## src/rtl/bcd_to_bin_seq_pkg.sv

```systemverilog
// Shared definitions for the sequential BCD-to-binary converter: FSM state
// encoding, BCD digit width and the largest legal decimal digit.
package bcd_to_bin_seq_pkg;

  localparam int         DIGIT_W       = 4;
  localparam logic [3:0] BCD_MAX_DIGIT = 4'd9;

  typedef enum logic [1:0] {
    ST_IDLE = 2'd0,
    ST_CONV = 2'd1,
    ST_DONE = 2'd2
  } state_e;

endpackage

```

## src/rtl/bcd_mac_step.sv

```systemverilog
// One decimal multiply-accumulate step: acc_o = acc_i*10 + digit_i, built from
// shifts and adds so no multiplier is inferred.
module bcd_mac_step #(
  parameter int BIN_WIDTH = 10
) (
  input  logic [BIN_WIDTH-1:0] acc_i,
  input  logic [3:0]           digit_i,
  output logic [BIN_WIDTH-1:0] acc_o
);

  logic [BIN_WIDTH-1:0] acc_x8;
  logic [BIN_WIDTH-1:0] acc_x2;

  assign acc_x8 = acc_i << 3;
  assign acc_x2 = acc_i << 1;
  assign acc_o  = acc_x8 + acc_x2 + BIN_WIDTH'(digit_i);

endmodule

```

## src/rtl/bcd_to_bin_seq.sv

```systemverilog
// Sequential BCD-to-binary converter with start/busy/done handshake.
// Digits are consumed MSD-first, one multiply-accumulate per clock.
module bcd_to_bin_seq
  import bcd_to_bin_seq_pkg::*;
#(
  parameter int NUM_DIGITS = 3,
  parameter int BIN_WIDTH  = 10
) (
  input  logic                    i_clk,
  input  logic                    i_rst,
  input  logic                    i_start,
  input  logic [4*NUM_DIGITS-1:0] i_bcd,
  output logic                    o_busy,
  output logic                    o_done,
  output logic [BIN_WIDTH-1:0]    o_bin,
  output logic                    o_err
);

  localparam int BCD_W = DIGIT_W * NUM_DIGITS;
  localparam int CNT_W = $clog2(NUM_DIGITS + 1);
  localparam logic [CNT_W-1:0] CNT_LAST = CNT_W'(NUM_DIGITS - 1);

  state_e               state_q;
  logic [BCD_W-1:0]     sreg_q;
  logic [BIN_WIDTH-1:0] acc_q;
  logic [CNT_W-1:0]     cnt_q;
  logic [BIN_WIDTH-1:0] bin_q;
  logic                 err_q;
  logic                 done_q;

  logic [BIN_WIDTH-1:0]  acc_d;
  logic [NUM_DIGITS-1:0] nib_bad;
  logic                  any_bad;

  // Per-nibble range check on the raw input, evaluated only at the start edge.
  for (genvar g = 0; g < NUM_DIGITS; g++) begin : g_digit_chk
    assign nib_bad[g] = (i_bcd[DIGIT_W*g +: DIGIT_W] > BCD_MAX_DIGIT);
  end
  assign any_bad = |nib_bad;

  bcd_mac_step #(
    .BIN_WIDTH(BIN_WIDTH)
  ) u_mac (
    .acc_i  (acc_q),
    .digit_i(sreg_q[BCD_W-1 -: DIGIT_W]),
    .acc_o  (acc_d)
  );

  always_ff @(posedge i_clk) begin
    if (i_rst) begin
      state_q <= ST_IDLE;
      sreg_q  <= '0;
      acc_q   <= '0;
      cnt_q   <= '0;
      bin_q   <= '0;
      err_q   <= 1'b0;
      done_q  <= 1'b0;
    end else begin
      done_q <= 1'b0;
      case (state_q)
        ST_IDLE: begin
          if (i_start) begin
            sreg_q <= i_bcd;
            acc_q  <= '0;
            cnt_q  <= '0;
            if (any_bad) begin
              bin_q   <= '0;
              err_q   <= 1'b1;
              done_q  <= 1'b1;
              state_q <= ST_DONE;
            end else begin
              state_q <= ST_CONV;
            end
          end
        end
        ST_CONV: begin
          acc_q  <= acc_d;
          sreg_q <= sreg_q << DIGIT_W;
          cnt_q  <= cnt_q + 1'b1;
          // Last digit: publish the freshly accumulated value, not acc_q.
          if (cnt_q == CNT_LAST) begin
            bin_q   <= acc_d;
            err_q   <= 1'b0;
            done_q  <= 1'b1;
            state_q <= ST_DONE;
          end
        end
        ST_DONE: state_q <= ST_IDLE;
        default: state_q <= ST_IDLE;
      endcase
    end
  end

  assign o_busy = (state_q != ST_IDLE);
  assign o_done = done_q;
  assign o_bin  = bin_q;
  assign o_err  = err_q;

endmodule

```

## config.mk

```make
export PLATFORM = sky130hd
export DESIGN_NAME = bcd_to_bin_seq
export DESIGN_NICKNAME = d
export VERILOG_FILES = /design/src/rtl/bcd_to_bin_seq_pkg.sv /design/src/rtl/bcd_mac_step.sv /design/src/rtl/bcd_to_bin_seq.sv
export SDC_FILE = /design/constraint.sdc
export NUM_CORES = 1
export LEC_CHECK = 0
export BUFFER_PORTS_ARGS = -buffer_cell sky130_fd_sc_hd__buf_4
export CORE_MARGIN = 1.5
export CORE_UTILIZATION = 58
export CTS_BUF_LIST = sky130_fd_sc_hd__clkbuf_4
export DETAILED_ROUTE_END_ITERATION = 8
export PLACE_DENSITY = 0.81
export REMOVE_ABC_BUFFERS = 1
export SYNTH_ARGS = -nofsm -noshare
export SYNTH_HDL_FRONTEND = slang
export SYNTH_HIERARCHICAL = 1
export SYNTH_SLANG_ARGS = --single-unit
export TNS_END_PERCENT = 100
```

## constraint.sdc

```tcl
create_clock -name i_clk -period 2.7 [get_ports i_clk]
set_input_delay 0 -clock i_clk [delete_from_list [all_inputs] [get_ports i_clk]]
set_output_delay 0 -clock i_clk [all_outputs]
set_load 0.05 [all_outputs]
```

==> impl_metrics.prom, run 1 <==
# TYPE chip_impl_metric gauge
chip_impl_info{name="run_status",value="complete, no violations"} 1
chip_impl_metric{name="cts.reportedPaths.clkPinSlew",unit="ps"} 110
chip_impl_metric{name="finalSetupViolations",unit=""} 0
chip_impl_metric{name="tns",unit="ps"} 0
chip_impl_metric{name="timing.critical_path.buf_inv",unit=""} 2
chip_impl_info{name="critical_path.top_delay_family",value="adder cells"} 1
chip_impl_metric{name="ys.warnings.count",unit=""} 6
chip_impl_info{name="cts.root.buffer_cell",value="clkbuf_4"} 1
chip_impl_metric{name="met1Wirelength",unit="um"} 1780
chip_impl_metric{name="final_cells",unit=""} 279
chip_impl_info{name="rsz0062_at_grt",value="no"} 1
chip_impl_metric{name="switching_share",unit=""} 0.279
chip_impl_metric{name="achievable-frequency",unit="MHz"} 413
chip_impl_metric{name="overflow",unit=""} 0
chip_impl_metric{name="num-fill-cells",unit=""} 245
chip_impl_metric{name="power.leakage",unit="nW"} 0.998
chip_impl_info{name="min-delay-path-class",value="in -> reg"} 1
chip_impl_metric{name="layout_worst_path_cycle_share",unit=""} 0.897
chip_impl_metric{name="drive_gt1_frac",unit=""} 0.200
chip_impl_metric{name="timing.critical_path.slowest_cell_delay",unit="ps"} 540
chip_impl_metric{name="first_global_vias",unit=""} 1425
chip_impl_metric{name="detail_route.wl_per_cell",unit="um"} 14.1
chip_impl_metric{name="clock_tree.buffer_depth",unit=""} 2
chip_impl_metric{name="wl_met3",unit="um"} 178
chip_impl_metric{name="final_estimated_routing_congestion_in_global_placement",unit=""} 0.827
chip_impl_metric{name="rows",unit=""} 20
chip_impl_metric{name="share_comb_of_total_power",unit=""} 0.159
chip_impl_metric{name="timing.final.crit_period",unit="ps"} 2420
chip_impl_metric{name="critPathArrivalTime",unit="ps"} 2650
chip_impl_metric{name="p_clk_frac",unit=""} 0.275
chip_impl_info{name="timing.setup.critical_path_class",value="reg -> reg"} 1
chip_impl_metric{name="post_synth.cell_area_avg",unit="um2"} 9.25
chip_impl_metric{name="cts.repair_timing.setup_buffer_count",unit=""} 0
chip_impl_info{name="tritoncts",value="built"} 1
chip_impl_metric{name="power.share.sequential",unit=""} 0.565
chip_impl_metric{name="synthCells",unit=""} 200
chip_impl_metric{name="htree_levels",unit=""} 2
chip_impl_metric{name="area.growth.synth_to_final",unit="%"} 18.5
chip_impl_metric{name="grt_max_degree",unit=""} 30
chip_impl_metric{name="antenna_left",unit=""} 0
chip_impl_metric{name="power.density_cell_area",unit="nW/um2"} 472
chip_impl_metric{name="detailed_place_hpwl",unit="um"} 2710
chip_impl_metric{name="clock_insertion_delay_worst_skew",unit="ps"} 350
chip_impl_metric{name="peakVddDrop",unit="mV"} 0.426
chip_impl_info{name="critPathLaunchType",value="flip-flop"} 1
chip_impl_metric{name="worst_pin_slew",unit="ps"} 547
chip_impl_metric{name="maximum_fanout_encountered_on_the_critical_timing_path",unit=""} 3
chip_impl_metric{name="final_hold_slack",unit="ps"} 27.4
chip_impl_metric{name="cts.sink_count",unit=""} 37
chip_impl_metric{name="grt_first_pass_wirelength",unit="um"} 6380
chip_impl_metric{name="cts.repair.resized",unit=""} 0
chip_impl_metric{name="remaining_drc_errors",unit=""} 0
chip_impl_metric{name="route.met2.wl",unit="um"} 1840
chip_impl_metric{name="global_route_usage_over_all_layers",unit=""} 0.248
chip_impl_metric{name="dp.cells",unit=""} 261
chip_impl_metric{name="io-pin-count",unit=""} 28
chip_impl_metric{name="ant_diodes",unit=""} 0
chip_impl_metric{name="final-hold-violation-count",unit=""} 0
chip_impl_info{name="top_layer",value="met4"} 1
chip_impl_metric{name="crit_required",unit="ps"} 2930
chip_impl_metric{name="power_switching",unit="uW"} 289
chip_impl_metric{name="max_cap_viol_count",unit=""} 0
chip_impl_metric{name="initial_core_util",unit=""} 0.606
chip_impl_metric{name="detailroute.via_count",unit=""} 1515
chip_impl_metric{name="detail_route.first_pass.iterations",unit=""} 5
chip_impl_metric{name="routed_via_density",unit=""} 5.43
chip_impl_metric{name="core",unit="um2"} 3050
chip_impl_info{name="cp-end-kind",value="flip-flop"} 1
chip_impl_metric{name="die_extent_in_x",unit="um"} 59.5
chip_impl_metric{name="setup_skew",unit="ps"} 12.8
chip_impl_metric{name="drt-initial-drc-count",unit=""} 69
chip_impl_metric{name="die_height",unit="um"} 59.5
chip_impl_metric{name="port-buffer-count",unit=""} 27
chip_impl_info{name="critical_path.slowest_cell",value="fa_1"} 1
chip_impl_metric{name="relative_slew_margins",unit=""} 0.635
chip_impl_metric{name="die_area",unit="um2"} 3540
chip_impl_info{name="timing.critical_path.cells",value="inv_1 > fa_1 > inv_1 > fa_1 > a21oi_2 > o211ai_2 > a21oi_2 > xnor2_1 > a22oi_1 > nor2_1"} 1
chip_impl_metric{name="total_clock_buffers_created_by_cts",unit=""} 5
chip_impl_metric{name="finish.net_count",unit=""} 266
chip_impl_metric{name="netlist_area",unit="um2"} 1850
chip_impl_metric{name="timing_max_transition_violations_final",unit=""} 0
chip_impl_metric{name="internal_power",unit="uW"} 746
chip_impl_metric{name="grt_antenna_before_repair",unit=""} 0
chip_impl_metric{name="routed_wire_length",unit="um"} 3940
==> layer usage <==
layer / up-vias / GRT usage
li1: 768 / -
met1: 688 / 0.321
met2: 44 / 0.375
met3: 15 / 0.0611
met4: 0 / 0.140
met5: - / 0
==> registers in the layout, summed over array words and instances, names as in the netlist <==
signal / cells
sreg_q: 12
o_bin: 10
acc_q: 9
cnt_q: 2
state_q: 2
o_done: 1
o_err: 1
==> placed cells by master, fill, tap and decap left out <==
cell type,n
dlygate4sd3_1,10
nand3_1,1
nor2_2,2
dfxtp_1,37
buf_4,28
a311oi_1,5
clkbuf_4,6
o21ai_1,1
o21ai_0,3
or2_1,1
a21oi_2,3
fa_1,2
clkinv_2,2
nor2_4,1
o22ai_4,1
o211ai_2,1
inv_1,8
a22oi_1,13
nand2_1,15
mux2i_1,1
nor3_1,3
a21o_1,2
or2_2,1
a211oi_1,1
nand2b_1,3
o21a_1,1
xnor2_1,5
a22o_1,10
nor2b_2,1
a21oi_1,10
nor2_1,34
ha_1,15
nor2b_1,4
o31ai_2,1
xor2_1,3
==> layout make-up <==
type                    instances  area, um2  share of cell area
clock buffers                   6       45.0              0.0205
clock inverters                 2       10.0             0.00457
inverters                       8       30.0              0.0137
multi-input cells             144       1000               0.457
flip-flops and latches         37        741               0.338
well taps                      44       55.1              0.0251
repair buffers                 38        310               0.142
==> final timing paths <==
path	startpoint	end	slack, ps	cells past startpoint
max	acc_q[0]	acc_q[8]	280	10
min	i_rst	acc_q[1]	30	2
max reg2reg	acc_q[0]	acc_q[8]	280	10
min reg2reg	cnt_q[0]	cnt_q[0]	470	1
==> metrics by stage <==
stage | util | setup slack [ps] | cell area [um2] | total power [mW]
2_1_floorplan | - | 477 | 1770 | 0.692
3_3_place_gp | 0.667 | 388 | 2040 | 0.743
3_5_place_dp | 0.667 | 334 | 2040 | 0.750
4_1_cts | 0.718 | 282 | 2190 | 1.05
5_1_grt | 0.718 | 88.3 | 2190 | 1.09
6_report | 0.718 | 277 | 2190 | 1.04
==> timing repair <==
item                       in CTS  in global routing
hold endpoints to repair       12                  0
setup endpoints to repair       0                  0
hold buffers                   10                  0
==> power by group through the flow <==
stage | sequential [mW] | clock [mW] | combinational, mW
floorplan | 0.602 | 0 | 0.0904
CTS | 0.585 | 0.302 | 0.163
finish | 0.586 | 0.285 | 0.165
global placement | 0.597 | 0 | 0.146
detailed placement | 0.598 | 0 | 0.152
global route | 0.588 | 0.324 | 0.182
No activity file was read; power rests on OpenSTA's default activity.
==> run 2: changes to the inputs <==
- CELL_PAD_IN_SITES_DETAIL_PLACEMENT: not set -> 1
- CELL_PAD_IN_SITES_GLOBAL_PLACEMENT: not set -> 1
- CORE_UTILIZATION: 58 -> 45
- PLACE_DENSITY: 0.81 -> not set
- PLACE_DENSITY_LB_ADDON: not set -> 0.1
==> run 2 against run 1 <==
  * Global-route usage down 2.3 points
  * First-iteration DRC count down 16%
  * Sequential power about the same
  * Largest cell class unchanged
  * Cell count up 1.4%
  * Critical path type unchanged
==> impl_metrics.prom, run 2 (synthesis gave the netlist of run 1 again) <==
# TYPE chip_impl_metric gauge
chip_impl_metric{name="port-buffer-count",unit=""} 27
chip_impl_metric{name="timing.critical_path.slowest_cell_delay",unit="ps"} 530
chip_impl_info{name="critPathLaunchType",value="flip-flop"} 1
chip_impl_metric{name="layout_worst_path_cycle_share",unit=""} 0.905
chip_impl_metric{name="power.share.sequential",unit=""} 0.567
chip_impl_info{name="run_status",value="complete, no violations"} 1
chip_impl_metric{name="total_clock_buffers_created_by_cts",unit=""} 5
chip_impl_metric{name="timing.final.crit_period",unit="ps"} 2440
chip_impl_metric{name="num-fill-cells",unit=""} 474
chip_impl_metric{name="share_comb_of_total_power",unit=""} 0.162
chip_impl_metric{name="global_route_usage_over_all_layers",unit=""} 0.226
chip_impl_info{name="critical_path.slowest_cell",value="fa_1"} 1
chip_impl_metric{name="critPathArrivalTime",unit="ps"} 2730
chip_impl_metric{name="grt_max_degree",unit=""} 30
chip_impl_metric{name="die_area",unit="um2"} 4500
chip_impl_metric{name="worst_pin_slew",unit="ps"} 625
chip_impl_metric{name="final_hold_slack",unit="ps"} 29.8
chip_impl_metric{name="die_height",unit="um"} 67.1
chip_impl_metric{name="detailed_place_hpwl",unit="um"} 3390
chip_impl_metric{name="relative_slew_margins",unit=""} 0.583
chip_impl_info{name="top_register",value="sreg_q"} 1
chip_impl_metric{name="max_cap_viol_count",unit=""} 0
chip_impl_metric{name="maximum_fanout_encountered_on_the_critical_timing_path",unit=""} 3
chip_impl_metric{name="cts.repair_timing.setup_buffer_count",unit=""} 0
chip_impl_metric{name="power.density_cell_area",unit="nW/um2"} 473
chip_impl_metric{name="clock_tree.buffer_depth",unit=""} 2
chip_impl_metric{name="cts.sink_count",unit=""} 37
chip_impl_metric{name="die_extent_in_x",unit="um"} 67.1
chip_impl_info{name="timing.setup.critical_path_class",value="reg -> reg"} 1
chip_impl_metric{name="peakVddDrop",unit="mV"} 0.322
chip_impl_metric{name="setup_skew",unit="ps"} 4.61
chip_impl_metric{name="rows",unit=""} 23
chip_impl_info{name="layout.cells.most_common_list",value="37 x dfxtp_1, 34 x nor2_1, 28 x buf_4, 15 x nand2_1, 15 x ha_1"} 1
chip_impl_metric{name="finalSetupViolations",unit=""} 0
chip_impl_info{name="cp-end-kind",value="flip-flop"} 1
chip_impl_metric{name="internal_power",unit="uW"} 741
chip_impl_metric{name="drive_gt1_frac",unit=""} 0.193
chip_impl_metric{name="grt_first_pass_wirelength",unit="um"} 7420
chip_impl_metric{name="postLayoutCoreUtil",unit=""} 0.550
chip_impl_metric{name="tns",unit="ps"} 0
chip_impl_metric{name="crit_required",unit="ps"} 2980
chip_impl_info{name="leading_cell_type_in_the_layout_fill_and_taps_excluded",value="dfxtp_1"} 1
chip_impl_metric{name="multi_input_area",unit="um2"} 1000
chip_impl_metric{name="p_clk_frac",unit=""} 0.271
chip_impl_metric{name="final_estimated_routing_congestion_in_global_placement",unit=""} 0.821
chip_impl_metric{name="io-pin-count",unit=""} 28
chip_impl_metric{name="initial_core_util",unit=""} 0.466
chip_impl_metric{name="switching_share",unit=""} 0.283
chip_impl_metric{name="area.growth.synth_to_final",unit="%"} 18.1
chip_impl_metric{name="ant_diodes",unit=""} 0
chip_impl_metric{name="detailroute.via_count",unit=""} 1545
chip_impl_metric{name="overflow",unit=""} 0
chip_impl_metric{name="cts.reportedPaths.clkPinSlew",unit="ps"} 110
chip_impl_metric{name="antenna_left",unit=""} 0
chip_impl_metric{name="clock_insertion_delay_worst_skew",unit="ps"} 340
chip_impl_metric{name="achievable-frequency",unit="MHz"} 409
chip_impl_metric{name="core",unit="um2"} 3970
chip_impl_metric{name="power.leakage",unit="nW"} 0.988
chip_impl_metric{name="first_global_vias",unit=""} 1602
chip_impl_info{name="cts.root.buffer_cell",value="clkbuf_4"} 1
chip_impl_metric{name="timing_max_transition_violations_final",unit=""} 0
chip_impl_metric{name="routed_wire_length",unit="um"} 4570
chip_impl_metric{name="routed_via_density",unit=""} 5.46
chip_impl_metric{name="finish.net_count",unit=""} 265
chip_impl_metric{name="largest_register_ffs",unit=""} 12
chip_impl_info{name="rsz0062_at_grt",value="no"} 1
chip_impl_metric{name="power_switching",unit="uW"} 293
chip_impl_metric{name="remaining_drc_errors",unit=""} 0
chip_impl_metric{name="seq_area",unit="um2"} 741
chip_impl_metric{name="detail_route.wl_per_cell",unit="um"} 16.1
chip_impl_info{name="timing.critical_path.cells",value="inv_1 > fa_1 > inv_1 > fa_1 > a21oi_2 > o211ai_2 > a21oi_2 > xnor2_1 > a22oi_1 > nor2_1"} 1
chip_impl_metric{name="grt_antenna_before_repair",unit=""} 0
chip_impl_metric{name="final-hold-violation-count",unit=""} 0
chip_impl_metric{name="detail_route.first_pass.iterations",unit=""} 4
chip_impl_info{name="tritoncts",value="built"} 1
chip_impl_metric{name="htree_levels",unit=""} 2
chip_impl_info{name="min-delay-path-class",value="in -> reg"} 1
chip_impl_metric{name="drt-initial-drc-count",unit=""} 58
chip_impl_metric{name="cts.repair.resized",unit=""} 0
-- run 2: cell count changes in the layout (fill, tap and decap cells not counted) --
cell / before / now
clkinv_1: 0 / 1
clkinv_2: 2 / 0
dlygate4sd3_1: 10 / 9
-- run 2: layer usage --
| metal | track usage | routed length (um) | part of all wire |
|---|---|---|---|
| met2 | 0.399 | 2330 | 0.51 |
| met5 | 0 | 0 | 0 |
| met4 | 0.0969 | 60 | 0.013 |
| met1 | 0.264 | 2030 | 0.44 |
| met3 | 0.0439 | 159 | 0.035 |
-- run 2: layout make-up --
class                           instances  share of cell area
Clock inverter                          1             0.00172
Timing Repair Buffer                   37               0.138
Inverter                                8              0.0138
Multi-Input combinational cell        144               0.458
Clock buffer                            6              0.0206
Tap cell                               50              0.0287
Sequential cell                        37               0.339
-- run 2: path summary, 6_finish.rpt --
check | start | endpoint | slack (ps) | depth (start not counted)
setup reg to reg | acc_q[0] | acc_q[8] | 260 | 10
hold / removal | i_start | sreg_q[9] | 30 | 4
hold reg to reg | cnt_q[0] | cnt_q[0] | 480 | 1
setup / recovery | acc_q[0] | acc_q[8] | 260 | 10
-- run 2: metrics by stage --
| step | cells | setup slack [ps] | area [um2] | total power [mW] |
|---|---|---|---|---|
| 2_1_floorplan | 189 | 477 | 1770 | 0.692 |
| 3_3_place_gp | 267 | 380 | 2040 | 0.749 |
| 3_5_place_dp | 267 | 289 | 2040 | 0.757 |
| 4_1_cts | 283 | 265 | 2180 | 1.04 |
| 5_1_grt | 283 | 115 | 2180 | 1.09 |
| 6_report | 283 | 257 | 2180 | 1.03 |
-- run 2: power by group through the flow --
stage	logic (mW)	registers (mW)	clock network, mW
after floorplan	0.0904	0.602	0
after global placement	0.152	0.598	0
after detailed placement	0.158	0.599	0
after CTS	0.169	0.587	0.286
after global routing	0.184	0.590	0.314
final	0.167	0.586	0.280
-- run 2: repair_timing --
item | 4_1_cts | 5_1_grt
hold buffers | 9 | 0
setup endpoints to repair | 0 | 0
endpoints found under the hold margin | 9 | 0
-- run 2: worst max-delay path, delay by kind of cell, from the launching register on --
family / cells / cell delay [ps]
AOI/OAI and AO/OA: 4 / 590
xor gates and xnor gates: 1 / 160
adders and majority gates: 2 / 1000
buffers and inverters: 2 / 150
DFF: 1 / 380
and+or+nand+nor: 1 / 110
==> run 3: changes to the inputs <==
- CTS_BUF_LIST: sky130_fd_sc_hd__clkbuf_4 -> sky130_fd_sc_hd__clkbuf_2
==> run 3 against run 2 <==
  * Sequential cell count did not move
  * Cell area rose by 2.1%
  * Critical path depth did not move
  * Non-clock buffer count rose by 6
  * Clock-buffer cell count did not move
  * Total power fell by 3.2%
  * Setup slack improved by 9.2 ps
  * Via count rose by 2.9%
  * Register-to-register slack barely moved
  * Clock power fell by 16%
==> impl_metrics.prom, run 3 (synthesis gave the netlist of run 1 again) <==
# TYPE chip_impl_metric gauge
chip_impl_info{name="run_status",value="complete, no violations"} 1
chip_impl_info{name="min-delay-path-class",value="in -> reg"} 1
chip_impl_metric{name="detail_route.wl_per_cell",unit="um"} 16.5
chip_impl_metric{name="htree_levels",unit=""} 2
chip_impl_metric{name="die_extent_in_x",unit="um"} 67.1
chip_impl_metric{name="overflow",unit=""} 0
chip_impl_metric{name="antenna_left",unit=""} 0
chip_impl_metric{name="crit_required",unit="ps"} 3040
chip_impl_metric{name="routed_wire_length",unit="um"} 4780
chip_impl_metric{name="grt_first_pass_wirelength",unit="um"} 7770
chip_impl_metric{name="route.met2.wl",unit="um"} 2490
chip_impl_metric{name="final_estimated_routing_congestion_in_global_placement",unit=""} 0.821
chip_impl_info{name="rsz0062_at_grt",value="no"} 1
chip_impl_metric{name="reg2reg_depth",unit=""} 10
chip_impl_metric{name="cts.repair.resized",unit=""} 0
chip_impl_metric{name="r2r_setup_slack",unit="ps"} 270
chip_impl_metric{name="die_area",unit="um2"} 4500
chip_impl_info{name="layout.cells.most_common_list",value="37 x dfxtp_1, 34 x nor2_1, 28 x buf_4"} 1
chip_impl_info{name="crit-reg2reg-launch",value="acc_q[0]"} 1
chip_impl_metric{name="worst_pin_slew",unit="ps"} 641
chip_impl_metric{name="achievable-frequency",unit="MHz"} 411
chip_impl_metric{name="layout_worst_path_cycle_share",unit=""} 0.902
chip_impl_metric{name="cts_hold_buf",unit=""} 15
chip_impl_metric{name="maximum_fanout_encountered_on_the_critical_timing_path",unit=""} 3
chip_impl_metric{name="drt-initial-drc-count",unit=""} 64
chip_impl_metric{name="area.growth.synth_to_final",unit="%"} 20.5
chip_impl_metric{name="min_path_cells",unit=""} 5
chip_impl_metric{name="relative_slew_margins",unit=""} 0.572
chip_impl_metric{name="total_clock_buffers_created_by_cts",unit=""} 5
chip_impl_metric{name="io-pin-count",unit=""} 28
chip_impl_metric{name="routed_via_density",unit=""} 5.50
chip_impl_metric{name="global_route_usage_over_all_layers",unit=""} 0.236
chip_impl_metric{name="finalWorstSetupSlack",unit="ps"} 266
chip_impl_metric{name="max_cap_viol_count",unit=""} 0
chip_impl_metric{name="place_worst_setup_slack",unit="ps"} 289
chip_impl_info{name="tritoncts",value="built"} 1
chip_impl_metric{name="clock_tree.buffer_depth",unit=""} 2
chip_impl_metric{name="initial_core_util",unit=""} 0.466
chip_impl_metric{name="peakVddDrop",unit="mV"} 0.291
chip_impl_metric{name="port-buffer-count",unit=""} 27
chip_impl_metric{name="finish.net_count",unit=""} 271
chip_impl_metric{name="core",unit="um2"} 3970
chip_impl_metric{name="power.density_cell_area",unit="nW/um2"} 449
chip_impl_metric{name="post-layout-total-power",unit="mW"} 1.00
chip_impl_info{name="leading_cell_type_in_the_layout_fill_and_taps_excluded",value="dfxtp_1"} 1
chip_impl_metric{name="final_area",unit="um2"} 2230
chip_impl_metric{name="first_global_vias",unit=""} 1635
chip_impl_info{name="top_layer",value="met4"} 1
chip_impl_metric{name="final-hold-violation-count",unit=""} 0
chip_impl_metric{name="finalSetupViolations",unit=""} 0
chip_impl_metric{name="grt_max_degree",unit=""} 30
chip_impl_metric{name="tns",unit="ps"} 0
chip_impl_info{name="destination_of_the_worst_register_to_register_timing_path",value="acc_q[8]"} 1
chip_impl_metric{name="clock_insertion_delay_worst_skew",unit="ps"} 380
chip_impl_metric{name="detailroute.via_count",unit=""} 1590
chip_impl_metric{name="cts.sink_count",unit=""} 37
chip_impl_metric{name="timing_max_transition_violations_final",unit=""} 0
chip_impl_metric{name="ant_diodes",unit=""} 0
chip_impl_metric{name="cts.repair_timing.setup_buffer_count",unit=""} 0
chip_impl_metric{name="rows",unit=""} 23
chip_impl_metric{name="instance_area_at_placement",unit="um2"} 2040
chip_impl_metric{name="critPathArrivalTime",unit="ps"} 2780
chip_impl_info{name="cp-end-kind",value="flip-flop"} 1
chip_impl_metric{name="power.leakage",unit="nW"} 1.02
chip_impl_metric{name="met1Wirelength",unit="um"} 2060
chip_impl_metric{name="die_height",unit="um"} 67.1
chip_impl_info{name="top_register",value="sreg_q"} 1
chip_impl_metric{name="wl_met3",unit="um"} 170
chip_impl_metric{name="detail_route.first_pass.iterations",unit=""} 4
chip_impl_metric{name="setup_skew",unit="ps"} 16.2
chip_impl_info{name="critPathLaunchType",value="flip-flop"} 1
chip_impl_info{name="hold_end",value="sreg_q[11]"} 1
chip_impl_metric{name="remaining_drc_errors",unit=""} 0
chip_impl_metric{name="grt_antenna_before_repair",unit=""} 0
chip_impl_metric{name="drive_gt1_frac",unit=""} 0.188
chip_impl_info{name="min_from",value="i_bcd[11]"} 1
chip_impl_metric{name="detailed_place_hpwl",unit="um"} 3390
chip_impl_info{name="cts.root.buffer_cell",value="clkbuf_2"} 1
chip_impl_info{name="timing.setup.critical_path_class",value="reg -> reg"} 1
chip_impl_metric{name="timing.final.crit_period",unit="ps"} 2430
chip_impl_metric{name="largest_register_ffs",unit=""} 12
chip_impl_metric{name="cts.reportedPaths.clkPinSlew",unit="ps"} 180
## run 3: critical path, stage by stage (launching register included)
cell	delay, ps
dfxtp_1	400
inv_1	80
fa_1	530
inv_1	70
fa_1	470
a21oi_2	190
o211ai_2	110
a21oi_2	160
xnor2_1	160
a22oi_1	120
nor2_1	110
## run 3: layout make-up
class / count / area (um2)
multi-input cells: 144 / 1000
clock inverters: 1 / 3.75
clock buffers: 6 / 30.0
flip-flops and latches: 37 / 741
well taps: 50 / 62.6
fillers: 477 / 1740
repair buffers: 43 / 360
inverters: 8 / 30.0
## run 3: report_power, final
| part | total [mW] | switching, mW | internal [mW] |
|---|---|---|---|
| clock network | 0.236 | 0.175 | 0.0605 |
| logic | 0.177 | 0.103 | 0.0743 |
| registers | 0.588 | 0.0180 | 0.570 |
## run 3: worst max path at each step
stage / startpoint / to / cells after the start
after floorplan: acc_q[0] / acc_q[8] / 10
after global placement: acc_q[0] / acc_q[8] / 10
after detailed placement: acc_q[0] / acc_q[8] / 10
after CTS: acc_q[0] / acc_q[8] / 10
after global routing: acc_q[0] / acc_q[8] / 10
final: acc_q[0] / acc_q[8] / 10
## run 3: per-layer routing
metal  GRT usage  vias up
met3      0.0389        5
met1       0.277      779
met5           0        -
li1            -      778
met2       0.427       28
met4      0.0893        0
## run 3: through the flow
stage               cells  hold slack [ps]  utilization
CTS                   289             55.4        0.561
floorplan             189             69.1            -
global placement      267              254        0.515
global route          289              104        0.561
detailed placement    267              271        0.515
finish                289             60.3        0.561
